File: config.mk
export PLATFORM = sky130hd
export DESIGN_NAME = time_counter
export DESIGN_NICKNAME = d
export VERILOG_FILES = /design/src/rtl/timer_pkg.sv /design/src/rtl/tick_prescaler.sv /design/src/rtl/time_counter.sv
export SDC_FILE = /design/constraint.sdc
export NUM_CORES = 1
export LEC_CHECK = 0
export ABC_AREA = 1
export CAP_MARGIN = 15
export CORE_ASPECT_RATIO = 0.75
export CORE_MARGIN = 4
export CORE_UTILIZATION = 30
export CTS_CLUSTER_DIAMETER = 80
export DETAILED_ROUTE_END_ITERATION = 8
export PLACE_DENSITY_LB_ADDON = 0.05
export SYNTH_ARGS = -nofsm -noshare
export SYNTH_HDL_FRONTEND = slang
export SYNTH_HIERARCHICAL = 1
export SYNTH_SLANG_ARGS = --single-unit
export TNS_END_PERCENT = 100
File: constraint.sdc
create_clock -name clk -period 3.48 [get_ports clk]
set_clock_uncertainty 0.1 [all_clocks]
set_input_delay 0.348 -clock clk [delete_from_list [all_inputs] [get_ports clk]]
set_output_delay 0.348 -clock clk [all_outputs]
set_load 0.01 [all_outputs]
File: src/rtl/timer_pkg.sv
// Purpose : shared constants and helpers for the MM:SS two-mode timer.
// Latency : n/a (package only).
// Backpressure: n/a.
package timer_pkg;

    localparam int SEC_W = 6;
    localparam int MIN_W = 7;

    localparam logic [SEC_W-1:0] MAX_SEC = 6'd59;
    localparam logic [MIN_W-1:0] MAX_MIN = 7'd99;

    localparam logic MODE_STOPWATCH = 1'b0;
    localparam logic MODE_COUNTDOWN = 1'b1;

    // Out-of-range presets saturate to the largest legal value.
    function automatic logic [SEC_W-1:0] clamp_sec(input logic [SEC_W-1:0] s);
        return (s > MAX_SEC) ? MAX_SEC : s;
    endfunction

    function automatic logic [MIN_W-1:0] clamp_min(input logic [MIN_W-1:0] m);
        return (m > MAX_MIN) ? MAX_MIN : m;
    endfunction

endpackage

File: src/rtl/tick_prescaler.sv
// Purpose : divides clk down to a one-cycle tick every TICK_DIV enabled cycles.
// Latency : first tick on the TICK_DIV-th enabled cycle after clr; tick is combinational from the count.
// Backpressure: none; en=0 freezes the count so a partial period is preserved.
// Ports: clk, rst (async active-low), clr (sync clear, wins over en), en (advance), tick (out).
module tick_prescaler #(
    parameter int TICK_DIV = 50_000_000,
    parameter int CNT_W    = 26
) (
    input  logic clk,
    input  logic rst,
    input  logic clr,
    input  logic en,
    output logic tick
);

    logic [CNT_W-1:0] cnt;
    logic             at_top;

    assign at_top = (cnt == CNT_W'(TICK_DIV - 1));
    // Gate with en/clr so a count parked at the top while paused does not re-fire.
    assign tick   = at_top & en & ~clr;

    always_ff @(posedge clk or negedge rst) begin
        if (!rst) begin
            cnt <= '0;
        end else if (clr) begin
            cnt <= '0;
        end else if (en) begin
            cnt <= at_top ? '0 : cnt + 1'b1;
        end
    end

endmodule

File: src/rtl/time_counter.sv
// Purpose : MM:SS stopwatch (up) / countdown (down) counter with terminal-count flag.
// Latency : count updates on the tick edge; StopCondition one cycle after terminal count.
// Backpressure: none; Active=0 pauses the prescaler, resetter reloads every cycle it is held.
// Ports: clk, rst (async active-low), resetter, Active, ModeSel, PresetMin, PresetSec, Lap
//        -> Minutes, Seconds, StopCondition.
// Build option: TIMER_LAP_EN adds a lap-hold register on the displayed value; otherwise Lap is ignored.
module time_counter
    import timer_pkg::*;
#(
    parameter int TICK_DIV = 50_000_000,
    parameter int CNT_W    = 26
) (
    input  logic             clk,
    input  logic             rst,
    input  logic             resetter,
    input  logic             Active,
    input  logic             ModeSel,
    input  logic [MIN_W-1:0] PresetMin,
    input  logic [SEC_W-1:0] PresetSec,
    input  logic             Lap,
    output logic [MIN_W-1:0] Minutes,
    output logic [SEC_W-1:0] Seconds,
    output logic             StopCondition
);

    logic             tick;
    logic [MIN_W-1:0] min_q, min_nxt;
    logic [SEC_W-1:0] sec_q, sec_nxt;
    logic             at_terminal;
    logic             stop_q;

    tick_prescaler #(
        .TICK_DIV (TICK_DIV),
        .CNT_W    (CNT_W)
    ) u_prescaler (
        .clk  (clk),
        .rst  (rst),
        .clr  (resetter),
        .en   (Active),
        .tick (tick)
    );

    // Next-state of the live count: resetter load > tick step > hold.
    always_comb begin
        min_nxt = min_q;
        sec_nxt = sec_q;
        if (resetter) begin
            if (ModeSel == MODE_COUNTDOWN) begin
                min_nxt = clamp_min(PresetMin);
                sec_nxt = clamp_sec(PresetSec);
            end else begin
                min_nxt = '0;
                sec_nxt = '0;
            end
        end else if (tick) begin
            if (ModeSel == MODE_STOPWATCH) begin
                if (sec_q < MAX_SEC) begin
                    sec_nxt = sec_q + 1'b1;
                end else if (min_q < MAX_MIN) begin
                    sec_nxt = '0;
                    min_nxt = min_q + 1'b1;
                end
                // 99:59 saturates: both stay as they are.
            end else begin
                if (sec_q != '0) begin
                    sec_nxt = sec_q - 1'b1;
                end else if (min_q != '0) begin
                    sec_nxt = MAX_SEC;
                    min_nxt = min_q - 1'b1;
                end
                // 00:00 holds: no underflow.
            end
        end
    end

    always_ff @(posedge clk or negedge rst) begin
        if (!rst) begin
            min_q <= '0;
            sec_q <= '0;
        end else begin
            min_q <= min_nxt;
            sec_q <= sec_nxt;
        end
    end

    // Terminal value follows the current direction, so a live mode flip retargets it.
    assign at_terminal = (ModeSel == MODE_COUNTDOWN)
                       ? ((min_q == '0) && (sec_q == '0))
                       : ((min_q == MAX_MIN) && (sec_q == MAX_SEC));

    // Sticky until resetter/rst; Active dropping must not clear it.
    always_ff @(posedge clk or negedge rst) begin
        if (!rst) begin
            stop_q <= 1'b0;
        end else if (resetter) begin
            stop_q <= 1'b0;
        end else if (at_terminal) begin
            stop_q <= 1'b1;
        end
    end

    assign StopCondition = stop_q;

`ifdef TIMER_LAP_EN
    logic [MIN_W-1:0] lap_min;
    logic [SEC_W-1:0] lap_sec;

    // Tracks the next live value so the display has no lag while Lap=0.
    always_ff @(posedge clk or negedge rst) begin
        if (!rst) begin
            lap_min <= '0;
            lap_sec <= '0;
        end else if (resetter || !Lap) begin
            lap_min <= min_nxt;
            lap_sec <= sec_nxt;
        end
    end

    assign Minutes = lap_min;
    assign Seconds = lap_sec;
`else
    logic unused_lap;
    assign unused_lap = Lap;

    assign Minutes = min_q;
    assign Seconds = sec_q;
`endif

endmodule

==> impl_metrics.ini, run 1 <==
[run_status]
status = finished clean

[final_layout]
syn2layout_area_growth_pct = 17.60
fill_cells = 1142
antennaDiodeCount = 0
multiInputGateArea_sq_um = 1903
final_nets = 550
drive_gt1_share_pct = 11.30
mostFrequentLayoutCell = nand2_1
stdcell_count = 658
layout_common_cells = nand2_1, nor2_1, inv_1
ff_latch_area_sq_um = 1001

[floorplanning]
initial_core_util_pct = 31.01
ioPinCount = 33
num_rows = 32
dieArea_sq_um = 12500
die_y_um = 97.84
core-area_sq_um = 10410
die_w_um = 127.8

[synthesis]
syn_area_per_cell_sq_um = 6.601
synth_seq_cells = 40
synthesis.area_sq_um = 3228
synthArstFlopShare_pct = 100.0
ys_types = 37
synth_edf_count = 0
ys_seq_area_share_pct = 31.01
yosys_warnings = 6
synthFlopType = dfrtp_1
synthCells = 489
syn_nets = 518

[timing]
worst_pin_slew_ns = 0.9242
hold_viol_final = 0
max_freq_mhz = 443.1
rsz0062_at_grt = no
finalCritPeriodShare_pct = 64.85
slew_violations = 0
relSlewSlack_pct = 38.39
setup_slack_ns = 1.223
fin_setup_tns_ns = 0
finalSetupViolCount = 0
finalCriticalPeriod_ns = 2.257

[clocking]
cts_resized = 0
htreeDepth = 2
path_clk_slew_ns = 0.06
clockBufferDepth = 2
post_cts_buffers = 0
cts_buffers = 5
cts_tree = yes
clock_latency_ns = 0.29
cts_hold_buffers = 0
cts.sinks = 40
cts-root-buf = clkbuf_16

[place]
dp_hpwl_um = 6878
routabilityCongestion = 0.8175
dp.cells = 650
preCtsSetupSlack_ns = 0.9732
port_buffers = 31

[power_and_ir_drop]
power.density_nw_per_um2 = 480.0
leakagePower_uw = 0.001716
ir_worst_vdd_v = 0.0002596

[setup_path]
r2r_setup_slack_ns = 1.22
critPathMaxFanout = 8
crit_arrival_ns = 2.37
start_kind = flip-flop
required_ns = 3.59
critPathKind = flip-flop to flip-flop
end_kind = flip-flop

[detailed_routing]
drt-pass1-iter-count = 4
ant_nets = 0
dr_total_vias = 3064
routed_via_density = 4.657
wl_um = 8915
drt_iter0_markers = 206
drc = 0
avgRoutedWirePerCell_um = 13.55

[global_route]
grt_pass1_vias = 2861
grtUsageTotal_pct = 14.79
grt_max_degree = 41
antenna_found_initial = 0
grt_overflow = 0
grt_pass1_wl_um = 14840

[min_path]
hold_path_class = input port to async pin

[flow_run]
cap_violations = 0
stage by stage:
step                hold slack, ns  total power (uW)  util [%]  area (sq um)
floorplan                 -0.04759              1099         -          3228
global placement            0.4069              1362     35.04          3647
detailed placement          0.4087              1360     35.04          3647
CTS                         0.1492              1842     36.47          3796
global route                0.1856              1975     36.47          3796
finish                     0.09191              1822     36.47          3796
registers in the layout, summed over array words and instances, names as in the netlist:
register         flops
u_prescaler/cnt     26
StopCondition        1
Minutes              7
Seconds              6
cells by family (layout without fill, tap and decap cells):
logic type | count (synthesis) | count (layout) | synth area share (%)
AO/OA/AOI/OAI | 39 | 39 | 6.706
adder cells (fa/ha/maj) | 10 | 10 | 4.109
AND/OR/NAND/NOR | 316 | 316 | 45.43
buffers and inverters | 74 | 107 | 10.04
flip-flops | 40 | 40 | 31.01
XOR/XNOR | 10 | 10 | 2.713
report_power, final:
group,total (uW),internal [uW],switching (uW)
logic,702,301,401
clock network,472,283,189
registers,649,526,123
cell type report:
class / instances / share of cell area [%]
clock buffer: 6 / 3.659
clock inverter: 2 / 0.2637
inverter: 68 / 7.053
multi-input combinational: 375 / 50.13
sequential: 40 / 26.37
tap: 136 / 4.483
timing repair buffer: 31 / 8.042
worst paths after layout:
kind / start / to / cells past startpoint
hold / removal: rst / Seconds[2] / 1
setup / recovery: u_prescaler/cnt[0] / Seconds[1] / 15
max in group asynchronous: rst / u_prescaler/cnt[20] / 1
setup reg to reg: u_prescaler/cnt[0] / Seconds[1] / 15
hold reg to reg: u_prescaler/cnt[1] / u_prescaler/cnt[1] / 2
min in group clk: u_prescaler/cnt[1] / u_prescaler/cnt[1] / 2
routing by layer:
metal  track usage [%]  vias up  share of wire [%]
li1                  -     1606                  -
met1             24.06     1391                 57
met2             19.71       59                 38
met3             2.843        8                4.0
met4             3.181        0               0.87
met5                 0        -                  0
worst max-delay path, stage by stage, from the launching register on:
cell and delay, ns:
dfrtp_1 0.42, ha_1 0.21, nand2_2 0.08, nor2_4 0.15, nand3_2 0.11, nor2_2 0.11, nand2_2 0.11, nor3_1 0.17
nor2_1 0.10, inv_1 0.13, nand2_4 0.07, o21ai_2 0.06, nand2_2 0.12, inv_4 0.12, nand2_1 0.07, o21ai_2 0.06
Yosys cell counts (9+ instances only):
cell	n	area, sq um
o21ai_0	14	70.07
nand4_1	16	100.1
nor2_1	63	236.5
inv_1	59	221.5
nor2_2	20	125.1
xor2_1	9	78.83
dfrtp_1	40	1001
nand3_1	42	210.2
ha_1	9	112.6
nand2_1	147	551.8
a21oi_1	11	55.05
(Power assumes the default switching activity.)
==> inputs of run 2 (changes only) <==
==> constraint.sdc (replaced) <==
create_clock -name clk -period 2.3 [get_ports clk]
set_clock_uncertainty 0.1 [all_clocks]
set_input_delay 0.23 -clock clk [delete_from_list [all_inputs] [get_ports clk]]
set_output_delay 0.23 -clock clk [all_outputs]
set_load 0.01 [all_outputs]
==> run 2 against run 1 <==
Compared with the run above:
- routed wire length shrank 0.95%
- register-to-register slack lost 0.92 ns
- sequential cell count unchanged
- cell area increased by 4.5%
- via count barely moved
- hold slack improved by 0.081 ns
- core utilization grew 1.6 points
- clock power increased by 69%
- first-iteration DRC count increased by 12%
- critical path depth unchanged
- power rose by 57%
==> impl_metrics.ini, run 2 (synthesized netlist as in run 1, its figures left out) <==
[floorplanning]
core-area_sq_um = 10410
num_rows = 32
die_w_um = 127.8
initial_core_util_pct = 31.01
die_y_um = 97.84
ioPinCount = 33
dieArea_sq_um = 12500

[timing]
slew_violations = 0
rsz0062_at_grt = no
finalCriticalPeriod_ns = 1.992
setup_slack_ns = 0.3075
max_freq_mhz = 501.9
finalSetupViolCount = 0
hold_viol_final = 0
relSlewSlack_pct = 67.94
fin_setup_tns_ns = 0
finalCritPeriodShare_pct = 86.63
worst_pin_slew_ns = 0.4809

[final_layout]
layout_common_cells = nand2_1, nor2_1, inv_1
mostFrequentLayoutCell = nand2_1
syn2layout_area_growth_pct = 22.91
regMostFlops = u_prescaler/cnt
final_nets = 566
largest_register_ffs = 26
drive_gt1_share_pct = 13.94
stdcell_count = 674
final_util_pct = 38.11
antennaDiodeCount = 0

[setup_path]
required_ns = 2.42
r2r_setup_slack_ns = 0.31
startpoint = u_prescaler/cnt[1]
r2r-start = u_prescaler/cnt[1]
worst-path-buf-inv = 2
start_kind = flip-flop
cpPeakStageDelay_ns = 0.37
crit_arrival_ns = 2.11
end_kind = flip-flop
r2r-end = Minutes[4]
worst_r2r_path_depth = 15
cp_top_family = simple AND/OR/NAND/NOR gates
critPathMaxFanout = 10
critPathSlowestCell = dfrtp_1
critPathKind = flip-flop to flip-flop
cp_cell_sequence = ha_1 > nand2_2 > nor2_4 > nand3_2 > nor2_2 > nand2_2 > nor3_2 > nor2_1 > inv_1 > nand2_4 > nor2_4 > nand2_4 > clkinv_4 > nand2_1 > o21ai_1

[detailed_routing]
wl_um = 8830
routed_via_density = 4.547
drc = 0
ant_nets = 0
avgRoutedWirePerCell_um = 13.10
dr_total_vias = 3065
drt-pass1-iter-count = 4
drt_iter0_markers = 231

[place]
dp_hpwl_um = 7082
dp.cells = 665
preCtsSetupSlack_ns = 0.1277
routabilityCongestion = 0.8406
port_buffers = 31

[clocking]
cts_buffers = 5
htreeDepth = 2
cts.sinks = 40
post_cts_buffers = 0
clockBufferDepth = 2
cts-root-buf = clkbuf_16
clock_latency_ns = 0.29
cts_tree = yes
path_clk_slew_ns = 0.06

[global_route]
grt_overflow = 0
grtUsageTotal_pct = 14.99
grt_max_degree = 39
antenna_found_initial = 0
grt_pass1_wl_um = 15140
grt_pass1_vias = 3014

[flow_run]
cap_violations = 0

[power_and_ir_drop]
leakagePower_uw = 0.001809
power.density_nw_per_um2 = 721.8
ir_worst_vdd_v = 0.0002903
power_uw = 2864

[min_path]
hold_path_class = input port to async pin

[run_status]
status = finished clean
==> run 2: cell count changes in the layout (fill, tap and decap cells not counted), sizes merged <==
cell / change
bufinv: +1
buf: +15
clkinvlp: +1
clkinv: -1
dlygate4sd3: +1
clkbuf: -1
==> run 2: metrics by stage <==
stage / cell area (sq um) / hold WS, ns
6_report: 3968 / 0.1734
5_1_grt: 3968 / 0.1677
4_1_cts: 3963 / 0.1651
3_5_place_dp: 3785 / -0.06066
3_3_place_gp: 3785 / -0.06241
2_1_floorplan: 3228 / -0.1656
==> run 2: layout make-up <==
cell class	count	area (sq um)
flip-flops and latches	40	1001
clock inverters	3	42.54
well taps	136	170.2
fillers	1174	6442
repair buffers	47	452.9
inverters	68	267.8
clock buffers	5	125.1
multi-input cells	375	1908
==> run 2: report_power, final <==
group / total [uW] / internal (uW) / switching, uW
Clock: 797 / 510 / 287
Sequential: 970 / 796 / 174
Combinational: 1100 / 482 / 615
==> run 2: worst max path at each step <==
stage | depth (start not counted) | endpoint | slack [ns]
5_1_grt | 15 | Seconds[2] | 0.07
3_5_place_dp | 12 | Minutes[5] | 0.13
3_3_place_gp | 12 | Minutes[5] | 0.15
2_1_floorplan | 15 | Minutes[6] | 0.40
4_1_cts | 15 | Minutes[4] | 0.19
6_report | 15 | Minutes[4] | 0.31
==> run 2: repair_timing <==
| item | 4_1_cts | 5_1_grt |
|---|---|---|
| resized for setup | 0 | 1 |
| endpoints found under the hold margin | 40 | 0 |
| endpoints found under the setup margin | 0 | 4 |
| hold buffers | 1 | 0 |
==> run 2: metal layers <==
layer | share of wire, % | track usage (%)
met1 | 57 | 23.90
met2 | 38 | 20.11
met3 | 4.5 | 3.718
met4 | 0.65 | 2.936
met5 | 0 | 0
